### src/rtl/axp_pkg.sv
// axp_pkg: definitions shared by the AXP operand-fetch stage and its register
// file.
//   - opcodes of the two integer operate groups
//   - bit positions of the fields in an operate instruction word
//   - register-index type and the hardwired-zero register
package axp_pkg;

  localparam logic [5:0] AXP_OP_INTA = 6'h10;
  localparam logic [5:0] AXP_OP_INTL = 6'h11;

  localparam int OPC_HI   = 31;
  localparam int OPC_LO   = 26;
  localparam int RA_HI    = 25;
  localparam int RA_LO    = 21;
  localparam int RB_HI    = 20;
  localparam int RB_LO    = 16;
  localparam int LIT_HI   = 20;
  localparam int LIT_LO   = 13;
  localparam int LIT_FLAG = 12;
  localparam int RC_HI    = 4;
  localparam int RC_LO    = 0;

  typedef logic [4:0] reg_idx_t;

  localparam reg_idx_t REG_ZERO = 5'd31;
  localparam bit       R31_ZERO = 1'b1;

  function automatic logic is_operate(input logic [5:0] op);
    return (op == AXP_OP_INTA) || (op == AXP_OP_INTL);
  endfunction

endpackage

### src/rtl/axp_regfile.sv
// axp_regfile: 31 x 64-bit integer register file. R31 reads as zero, and
// writes to R31 are dropped.
//   clk, rst_n             : clock, async active-low reset (clears R0-R30)
//   rd_idx_{a,b,c}         : read addresses
//   rd_data_{a,b,c}        : read data; a same-cycle write to the address is
//                            forwarded (write-through)
//   wr_en, wr_idx, wr_data : single write port, updates on the rising edge
module axp_regfile
  import axp_pkg::*;
(
  input  logic        clk,
  input  logic        rst_n,
  input  logic [4:0]  rd_idx_a,
  input  logic [4:0]  rd_idx_b,
  input  logic [4:0]  rd_idx_c,
  output logic [63:0] rd_data_a,
  output logic [63:0] rd_data_b,
  output logic [63:0] rd_data_c,
  input  logic        wr_en,
  input  logic [4:0]  wr_idx,
  input  logic [63:0] wr_data
);

  logic [63:0] mem [0:30];

  function automatic logic [63:0] rd_port(input logic [4:0] idx);
    if (R31_ZERO && (idx == REG_ZERO)) return '0;
    else if (wr_en && (wr_idx == idx)) return wr_data;
    else return mem[idx];
  endfunction

  assign rd_data_a = rd_port(rd_idx_a);
  assign rd_data_b = rd_port(rd_idx_b);
  assign rd_data_c = rd_port(rd_idx_c);

  always_ff @(posedge clk or negedge rst_n) begin
    if (!rst_n) begin
      for (int i = 0; i < 31; i++) mem[i] <= '0;
    end else if (wr_en && (wr_idx != REG_ZERO)) begin
      mem[wr_idx] <= wr_data;
    end
  end

endmodule

### src/rtl/axp_opfetch.sv
// axp_opfetch: operand fetch for AXP integer operate instructions.
// Reads Ra/Rb/Rc from the register file. Stalls while any source register has
// a write still outstanding (scoreboard), and hands {cmd,a,b,c} to the
// execute units through a one-entry valid/ready output register.
//   clk, rst_n                     : clock, async active-low reset
//   in_valid/in_ready/in_cmd       : decoded instruction input handshake
//   wb_en/wb_reg/wb_data           : result writeback from execute
//   out_valid/out_ready            : output bundle handshake
//   out_cmd/out_a/out_b/out_c      : instruction word and operands
//   out_illegal                    : opcode is not an integer operate
module axp_opfetch
  import axp_pkg::*;
(
  input  logic        clk,
  input  logic        rst_n,
  input  logic        in_valid,
  output logic        in_ready,
  input  logic [31:0] in_cmd,
  input  logic        wb_en,
  input  logic [4:0]  wb_reg,
  input  logic [63:0] wb_data,
  output logic        out_valid,
  input  logic        out_ready,
  output logic [31:0] out_cmd,
  output logic [63:0] out_a,
  output logic [63:0] out_b,
  output logic [63:0] out_c,
  output logic        out_illegal
);

  logic [4:0]  ra_idx, rb_idx, rc_idx, out_rc;
  logic        lit_sel;
  logic [63:0] rf_a, rf_b, rf_c, opnd_b;
  // Bit 31 exists only so the 5-bit index needs no range guard; it never sets.
  logic [31:0] pending, pending_nxt;
  logic        busy_a, busy_b, busy_c, hazard, accept, xfer;

  assign ra_idx  = in_cmd[RA_HI:RA_LO];
  assign rb_idx  = in_cmd[RB_HI:RB_LO];
  assign rc_idx  = in_cmd[RC_HI:RC_LO];
  assign lit_sel = in_cmd[LIT_FLAG];
  assign out_rc  = out_cmd[RC_HI:RC_LO];

  axp_regfile u_regfile (
    .clk       (clk),
    .rst_n     (rst_n),
    .rd_idx_a  (ra_idx),
    .rd_idx_b  (rb_idx),
    .rd_idx_c  (rc_idx),
    .rd_data_a (rf_a),
    .rd_data_b (rf_b),
    .rd_data_c (rf_c),
    .wr_en     (wb_en),
    .wr_idx    (wb_reg),
    .wr_data   (wb_data)
  );

  // A pending source whose writeback lands this cycle is not a hazard: the
  // register file forwards wb_data to the read port.
  assign busy_a = (ra_idx != REG_ZERO) && pending[ra_idx] && !(wb_en && (wb_reg == ra_idx));
  assign busy_b = (rb_idx != REG_ZERO) && pending[rb_idx] && !(wb_en && (wb_reg == rb_idx));
  assign busy_c = (rc_idx != REG_ZERO) && pending[rc_idx] && !(wb_en && (wb_reg == rc_idx));

  // Rc is always checked: it supplies out_c, and waiting on it also keeps
  // writes to the same register in program order.
  assign hazard   = in_valid && (busy_a || (!lit_sel && busy_b) || busy_c);
  assign in_ready = !hazard && (!out_valid || out_ready);
  assign accept   = in_valid && in_ready;
  assign xfer     = out_valid && out_ready;
  assign opnd_b   = lit_sel ? {56'b0, in_cmd[LIT_HI:LIT_LO]} : rf_b;

  always_ff @(posedge clk or negedge rst_n) begin
    if (!rst_n) begin
      out_valid   <= 1'b0;
      out_cmd     <= '0;
      out_a       <= '0;
      out_b       <= '0;
      out_c       <= '0;
      out_illegal <= 1'b0;
    end else if (accept) begin
      out_valid   <= 1'b1;
      out_cmd     <= in_cmd;
      out_a       <= rf_a;
      out_b       <= opnd_b;
      out_c       <= rf_c;
      out_illegal <= !is_operate(in_cmd[OPC_HI:OPC_LO]);
    end else if (xfer) begin
      out_valid   <= 1'b0;
    end
  end

  // Clear on writeback first, then set on transfer, so a same-cycle set wins:
  // the transferring instruction is the younger producer.
  always_comb begin
    pending_nxt = pending;
    if (wb_en) pending_nxt[wb_reg] = 1'b0;
    if (xfer && !out_illegal && (out_rc != REG_ZERO)) pending_nxt[out_rc] = 1'b1;
  end

  always_ff @(posedge clk or negedge rst_n) begin
    if (!rst_n) pending <= '0;
    else        pending <= pending_nxt;
  end

endmodule

### config.mk
export PLATFORM = sky130hd
export DESIGN_NAME = axp_opfetch
export DESIGN_NICKNAME = d
export VERILOG_FILES = /design/src/rtl/axp_pkg.sv /design/src/rtl/axp_regfile.sv /design/src/rtl/axp_opfetch.sv
export SDC_FILE = /design/constraint.sdc
export NUM_CORES = 2
export LEC_CHECK = 0
export CAP_MARGIN = 20
export CORE_UTILIZATION = 45
export CTS_CLUSTER_DIAMETER = 100
export DETAILED_ROUTE_END_ITERATION = 16
export PLACE_DENSITY = 0.67
export SYNTH_ARGS = -nofsm -noshare
export SYNTH_HDL_FRONTEND = slang
export SYNTH_SLANG_ARGS = --single-unit
### constraint.sdc
create_clock -name clk -period 2.6 [get_ports clk]
set_input_delay 0.52 -clock clk [delete_from_list [all_inputs] [get_ports clk]]
set_output_delay 0.52 -clock clk [all_outputs]
set_load 0.02 [all_outputs]
==> Yosys cells after proc, flatten, opt, wreduce, memory -nomap -nowiden <==
Cells that the tools add are included.
{ "totals": {"regBits": 2242, "input_bits": 106, "output_inout_bits": 227, "wordCells": 136} }
{ "classes": {"n_lt_le_gt_ge": 12, "eq_ne": 13, "muxes": 33, "bitwise": 7, "reduce_logical": 33} }
{ "ops": {"columns": ["operator", "count"], "rows": [
  ["1984-bit bitwise mux", 1],
  ["64-bit binary-select mux with 5-bit select", 3],
  ["64-bit 2-to-1 mux", 14],
  ["64-bit demux with 5-bit select", 1],
  ["32-bit 2-to-1 mux", 2],
  ["32-bit AND", 1],
  ["32-bit NOT", 1],
  ["32-bit bitwise OR", 1],
  ["5-bit by 6-bit < comparator with 1-bit output, second input constant", 5],
  ["5-bit inequality test, second input constant", 5],
  ["6-bit >= comparator, second input constant", 4],
  ["5-bit NOT with 6-bit output", 4],
  ["1-bit logical AND", 20],
  ["1-bit binary-select mux with 5-bit select", 3],
  ["5-bit == test", 3],
  ["5-bit == test, second input constant", 3],
  ["6-bit by 5-bit == test with 1-bit output, second input constant", 2],
  ["1-bit demux with 5-bit select", 2],
  ["5-bit by 1-bit >= comparator with 1-bit output, second input constant", 2],
  ["1-bit zero test", 8],
  ["1-bit 2-to-1 mux", 7],
  ["6-bit by 1-bit < comparator with 1-bit output, second input constant", 1],
  ["1-bit logical OR", 4],
  ["2-bit nonzero test", 1]
]} }

==> Longest topological paths before layout <==
{ "logic_depth": {"ltp_word": 12, "mapped_depth": 12, "ltp_nobuf": 6} }

==> Hierarchy <==
Synthesis repeated with hierarchy kept, for this count alone.
{ "unflattened": {"cells_unflattened": 10855, "area_unflattened_um2": 137294.2} }
{ "by_module_without_submodules": {"columns": ["mod", "n_inst", "cells_per_inst", "area_per_inst_um2", "seq_area_each_um2"], "rows": [
  ["axp_regfile", 1, 10045, 125905.8, 49647.6],
  ["axp_opfetch", 1, 810, 11388.4, 6456.2]
]} }

==> Worst setup path after synthesis <==
No wires, ideal clock.
{ "synth_path": {"path_kind": "input -> register", "start": "in in_cmd[21]", "end": "reg out_a[37]", "setup_time_ns": 0.134, "t_arrival_ns": 2.855, "required_time_ns": 2.466, "slack_ns": -0.389, "cell_stages": 7, "n_path_buf": 3, "path_cell_list": "buf_2 buf_2 buf_1 mux4_2 mux4_2 a222oi_1 mux2i_1"} }
{ "synth_between": {"elab_chain_cells": 10, "elab_cells_between_ends": 21, "cone_classes": "eq/ne: 3; mux: 7; bitwise: 1; reduce/logical: 10"} }
{ "synth_lines": {"columns": ["element", "line_no", "text"], "rows": [
  ["start, declared", "axp_opfetch.sv:18", "input logic [31:0] in_cmd,"],
  ["1-bit binary-select mux with 5-bit select or 5-bit == test (tied branches)", "axp_opfetch.sv:60, axp_regfile.sv:28", null],
  ["1-bit 2-to-1 mux (not written as such) or 1-bit logical AND (tied branches)", "axp_opfetch.sv:60, axp_regfile.sv:28", null],
  ["1-bit logical AND or 1-bit zero test (tied branches)", "axp_opfetch.sv:60", "assign busy_a = (ra_idx != REG_ZERO) && pending[ra_idx] && !(wb_en && (wb_reg == ra_idx));"],
  ["1-bit logical AND", "axp_opfetch.sv:60", null],
  ["1-bit logical OR (2 in series)", "axp_opfetch.sv:66", "assign hazard = in_valid && (busy_a || (!lit_sel && busy_b) || busy_c);"],
  ["1-bit logical AND", "axp_opfetch.sv:66", null],
  ["1-bit zero test", "axp_opfetch.sv:67", "assign in_ready = !hazard && (!out_valid || out_ready);"],
  ["1-bit logical AND", "axp_opfetch.sv:67", null],
  ["1-bit logical AND", "axp_opfetch.sv:68", "assign accept = in_valid && in_ready;"],
  ["end signal, assigned", "axp_opfetch.sv:83", "out_a <= rf_a;"],
  ["end, declared", "axp_opfetch.sv:25", "output logic [63:0] out_a,"]
]} }
Parallel ways exist; a longest one is shown, timed or not. The select of a mux whose other input is x is not followed.
A chain may end at the register's enable or synchronous reset.

==> Worst setup path after layout <==
{ "layout_path": {"start": "reg pending[4]", "end": "out in_ready"} }
{ "layout_between": {"elab_chain_cells": 10, "elab_cells_between_ends": 18, "cone_classes": "mux: 6; reduce/logical: 12"} }
{ "layout_lines": {"columns": ["element", "line_no", "text"], "rows": [
  ["start, declared", "axp_opfetch.sv:35", "logic [31:0] pending, pending_nxt;"],
  ["start signal, assigned", "axp_opfetch.sv:102", "else pending <= pending_nxt;"],
  ["1-bit binary-select mux with 5-bit select", "axp_opfetch.sv:61", "assign busy_b = (rb_idx != REG_ZERO) && pending[rb_idx] && !(wb_en && (wb_reg == rb_idx));"],
  ["1-bit 2-to-1 mux (not written as such)", "axp_opfetch.sv:61", null],
  ["1-bit logical AND (2 in series)", "axp_opfetch.sv:61", null],
  ["1-bit logical AND", "axp_opfetch.sv:66", null],
  ["1-bit logical OR", "axp_opfetch.sv:66", null],
  ["1-bit logical OR *", "axp_opfetch.sv:66", null],
  ["1-bit logical AND *", "axp_opfetch.sv:66", null],
  ["1-bit zero test *", "axp_opfetch.sv:67", null],
  ["1-bit logical AND *", "axp_opfetch.sv:67", null],
  ["end, declared", "axp_opfetch.sv:17", "output logic in_ready,"]
]} }
Mark *: on every way between the ends. The rest lies on a longest branch, timed or not. The select of a mux whose other input is x is not followed.

==> reports/results.tsv <==
stage	metric	value	unit
synthesis	async_reset_ff_frac	1.00	
synthesis	ys_ff_latch	2242	
setup_path	reg2reg_setup_slack	-330	ps
cts	numCtsBuffers	263	
setup_path	r2r_end	out_c[39]$_DFFE_PN0P_	
pwr	p_leak	68.9	nW
die	rows	198	
timing	worst_pin_slew	805	ps
hold_path	hp-class	in -> reg	
final_layout	seqCellArea	56100	um2
synthesis	synth_top_area_frac	0.425	
timing	rsz0062_at_grt	yes	
route	drt_iter0_drc	12500	
placement	port_buffers	332	
route	totalWireLength	498000	um
route	drc_errors	0	
cts	clock-root-buffer	clkbuf_16	
timing	finalSetupViolations	219	
cts	htreeDepth	5	
grt	grt_util_all_layers	0.337	
grt	antenna_found_initial	13	
setup_path	critPathArrivalTime	2980	ps
grt	grt_pass1_wl	720000	um
setup_path	crit_path_max_fanout	3	
timing	setup_tns	-38330	ps
timing	hold_viol	0	
die	die_x	544	um
die	initial_core_util	0.453	
pwr	ir_worst_vdd	0.000626	V
setup_path	cp-start-kind	flop	
synthesis	netlist_instances	8589	
cts	cts_tree	done	
synthesis	synth_edf_count	0	
synthesis	avgSynthCellArea	15.4	um2
route	num_vias	95800	
final_layout	nets	9671	
run_status	status	finished, violations left	
synthesis	synthFlopType	dfrtp_1	
cts	clock-sinks	2242	
die	die_area	296000	um2
final_layout	multi_input_area	71600	um2
route	drtAntennaViolNets	0	
timing	clock.fmax	286	MHz
timing	drv_slew	0	
timing	slew-limit-headroom	0.462	
hold_path	min_from	in_cmd[20]	
cts	clock_latency	910	ps
placement	place_hpwl	335000	um
cts	cts_buffer_depth	4	
timing	layout_setup_ws	-896	ps
grt	grt-busiest-layer	met2	
final_layout	area_delta_synth_final	22.6	%
route	dr.pass1.iters	8	
hold_path	hold_end	out_cmd[20]$_DFFE_PN0P_	
setup_path	rr_worst_depth	14	
setup_path	crit_path_end_kind	primary output	
grt	grt_pass1_vias	99000	
grt	grt_use_met3	0.0889	
placement	pre_cts_ws	-1010	ps
grt	met1_usage	0.435	
timing	clock_skew	48.4	ps
grt	grt_overflow	0	
synthesis	yosysWarnings	0	
timing	layout_min_cycle_time	3500	ps
synthesis	synth_commonest_cells	2242 x dfrtp_1, 2149 x mux2_2, 1629 x mux4_2	
synthesis	syn-cell-area	132000	um2
final_layout	fillers	22700	
die	io_pins	333	
cts	clk_pin_slew	60	ps
grt	gr-usage-met2	0.510	
synthesis	synth_nets	8695	
route	wire_per_inst	36.4	um
synthesis	synth_cell_types	61	
route	viasPerCell	7.01	
flow_run	max_cap_violations	0	
setup_path	reg2reg_from	pending[5]$_DFF_PN0_	
synthesis	seq_area_frac_synth	0.425	
placement	place_congestion	0.969	
timing	finalCritPeriodShare	1.34	
synthesis	synth_area_leader_cell	dfrtp_1	
grt	grt_max_degree	95	
die	core_area	291000	um2
synthesis	yosysMostFrequentCell	dfrtp_1	
synthesis	synth_area_leaders	dfrtp_1 42%, mux4_2 28%, mux2_2 18%	
run_status	violations	setup timing	
final_layout	drive_gt1_frac	0.578	
setup_path	crit_required	2080	ps
hold_path	hold_depth	4	
pwr	p_per_area	739	nW/um2
die	die_h	544	um
setup_path	critical_path_class	reg -> out	
layer usage:
layer | wire (um) | share of wire
met5 | 74 | 0.00015
met4 | 34700 | 0.070
met3 | 55400 | 0.11
met2 | 226000 | 0.45
met1 | 181000 | 0.36
worst max-delay path by stage:
stage                     cells after the start            startpoint  slack, ps                    to
after floorplan                              10            in_cmd[16]        -60  out_b[7]$_DFFE_PN0P_
after global placement                       11             wb_reg[2]      -1090              in_ready
after detailed placement                     11             wb_reg[2]      -1010              in_ready
after CTS                                     8  pending[4]$_DFF_PN0_       -930              in_ready
after global routing                          8  pending[4]$_DFF_PN0_       -900              in_ready
final                                         8  pending[4]$_DFF_PN0_       -900              in_ready
critical path, stage by stage, from the launching register on:
cell and delay [ps]:
dfrtp_1 380, buf_6 120, mux4_2 490, a221oi_2 280, o21ai_2 100, nand4_1 140, nand3_4 220, a21boi_2 180
buf_4 150
placed cells by master (no fill, tap or decap), types with 55 or more instances in the layout:
cell                n
a21oi_1            58
dfrtp_1          2234
inv_1             119
mux2i_1           257
mux4_2           1630
o2bb2ai_1          69
or3_1              56
clkbuf_1           62
nand2_1           149
a221oi_1           55
nor2_1             90
o22ai_1           188
o21ai_0           112
clkdlybuf4s50_1   301
clkbuf_16         274
or4_1              56
a222oi_1           69
buf_12            489
buf_4             823
mux2_2           2144
power by group:
group | total (W) | internal, W | switching (W) | leakage, nW
clock | 0.0372 | 0.0214 | 0.0158 | 4.17
sequential | 0.0493 | 0.0421 | 0.00718 | 28.7
combinational | 0.0331 | 0.0198 | 0.0134 | 36.0
total | 0.120 | 0.0834 | 0.0363 | 68.9
cells by family (layout without fill, tap and decap cells):
family                    Yosys count  in the layout  synth area share
other                               0              7                 0
AOI/OAI and AO/OA                 697            697            0.0378
buffers and inverters            1110           2269            0.0364
DFF                              2242           2242             0.425
muxes                            4046           4046             0.482
xor gates and xnor gates           15             15          0.000995
and+or+nand+nor                   479            479            0.0182
through the flow:
| stage | hold slack [ps] | total power (W) | instances | cell area [um2] | utilization |
|---|---|---|---|---|---|
| floorplan | 224 | 0.0686 | 8589 | 133000 | - |
| global placement | 413 | 0.0803 | 13100 | 152000 | 0.522 |
| detailed placement | 414 | 0.0818 | 13100 | 152000 | 0.522 |
| CTS | 78.0 | 0.119 | 13600 | 162000 | 0.555 |
| global route | 127 | 0.124 | 13700 | 162000 | 0.556 |
| finish | 128 | 0.120 | 13700 | 162000 | 0.556 |
cell type report:
cell class                      count  area share
Tap cell                         3900      0.0301
Inverter                          122     0.00286
Timing Repair Buffer             1699       0.125
Clock inverter                     67     0.00495
Multi-Input combinational cell   5237       0.442
Sequential cell                  2242       0.347
Clock buffer                      381      0.0475
Antenna cell                        7    0.000108
timing repair:
item | 4_1_cts | 5_1_grt
hold endpoints to repair | 412 | 0
endpoints found under the setup margin | 149 | 227
pin swaps | 9 | 7
gates cloned | 16 | 2
buffers inserted | 34 | 16
hold buffers | 2 | 0
gates resized for setup | 108 | 43
sequential cells by signal (all words and copies together), names as in the netlist:
name / flops
out_cmd: 32
out_a: 64
out_valid: 1
pending: 32
out_c: 64
u_regfile.mem: 1984
out_b: 64
out_illegal: 1
No activity file was read; power rests on OpenSTA's default activity.
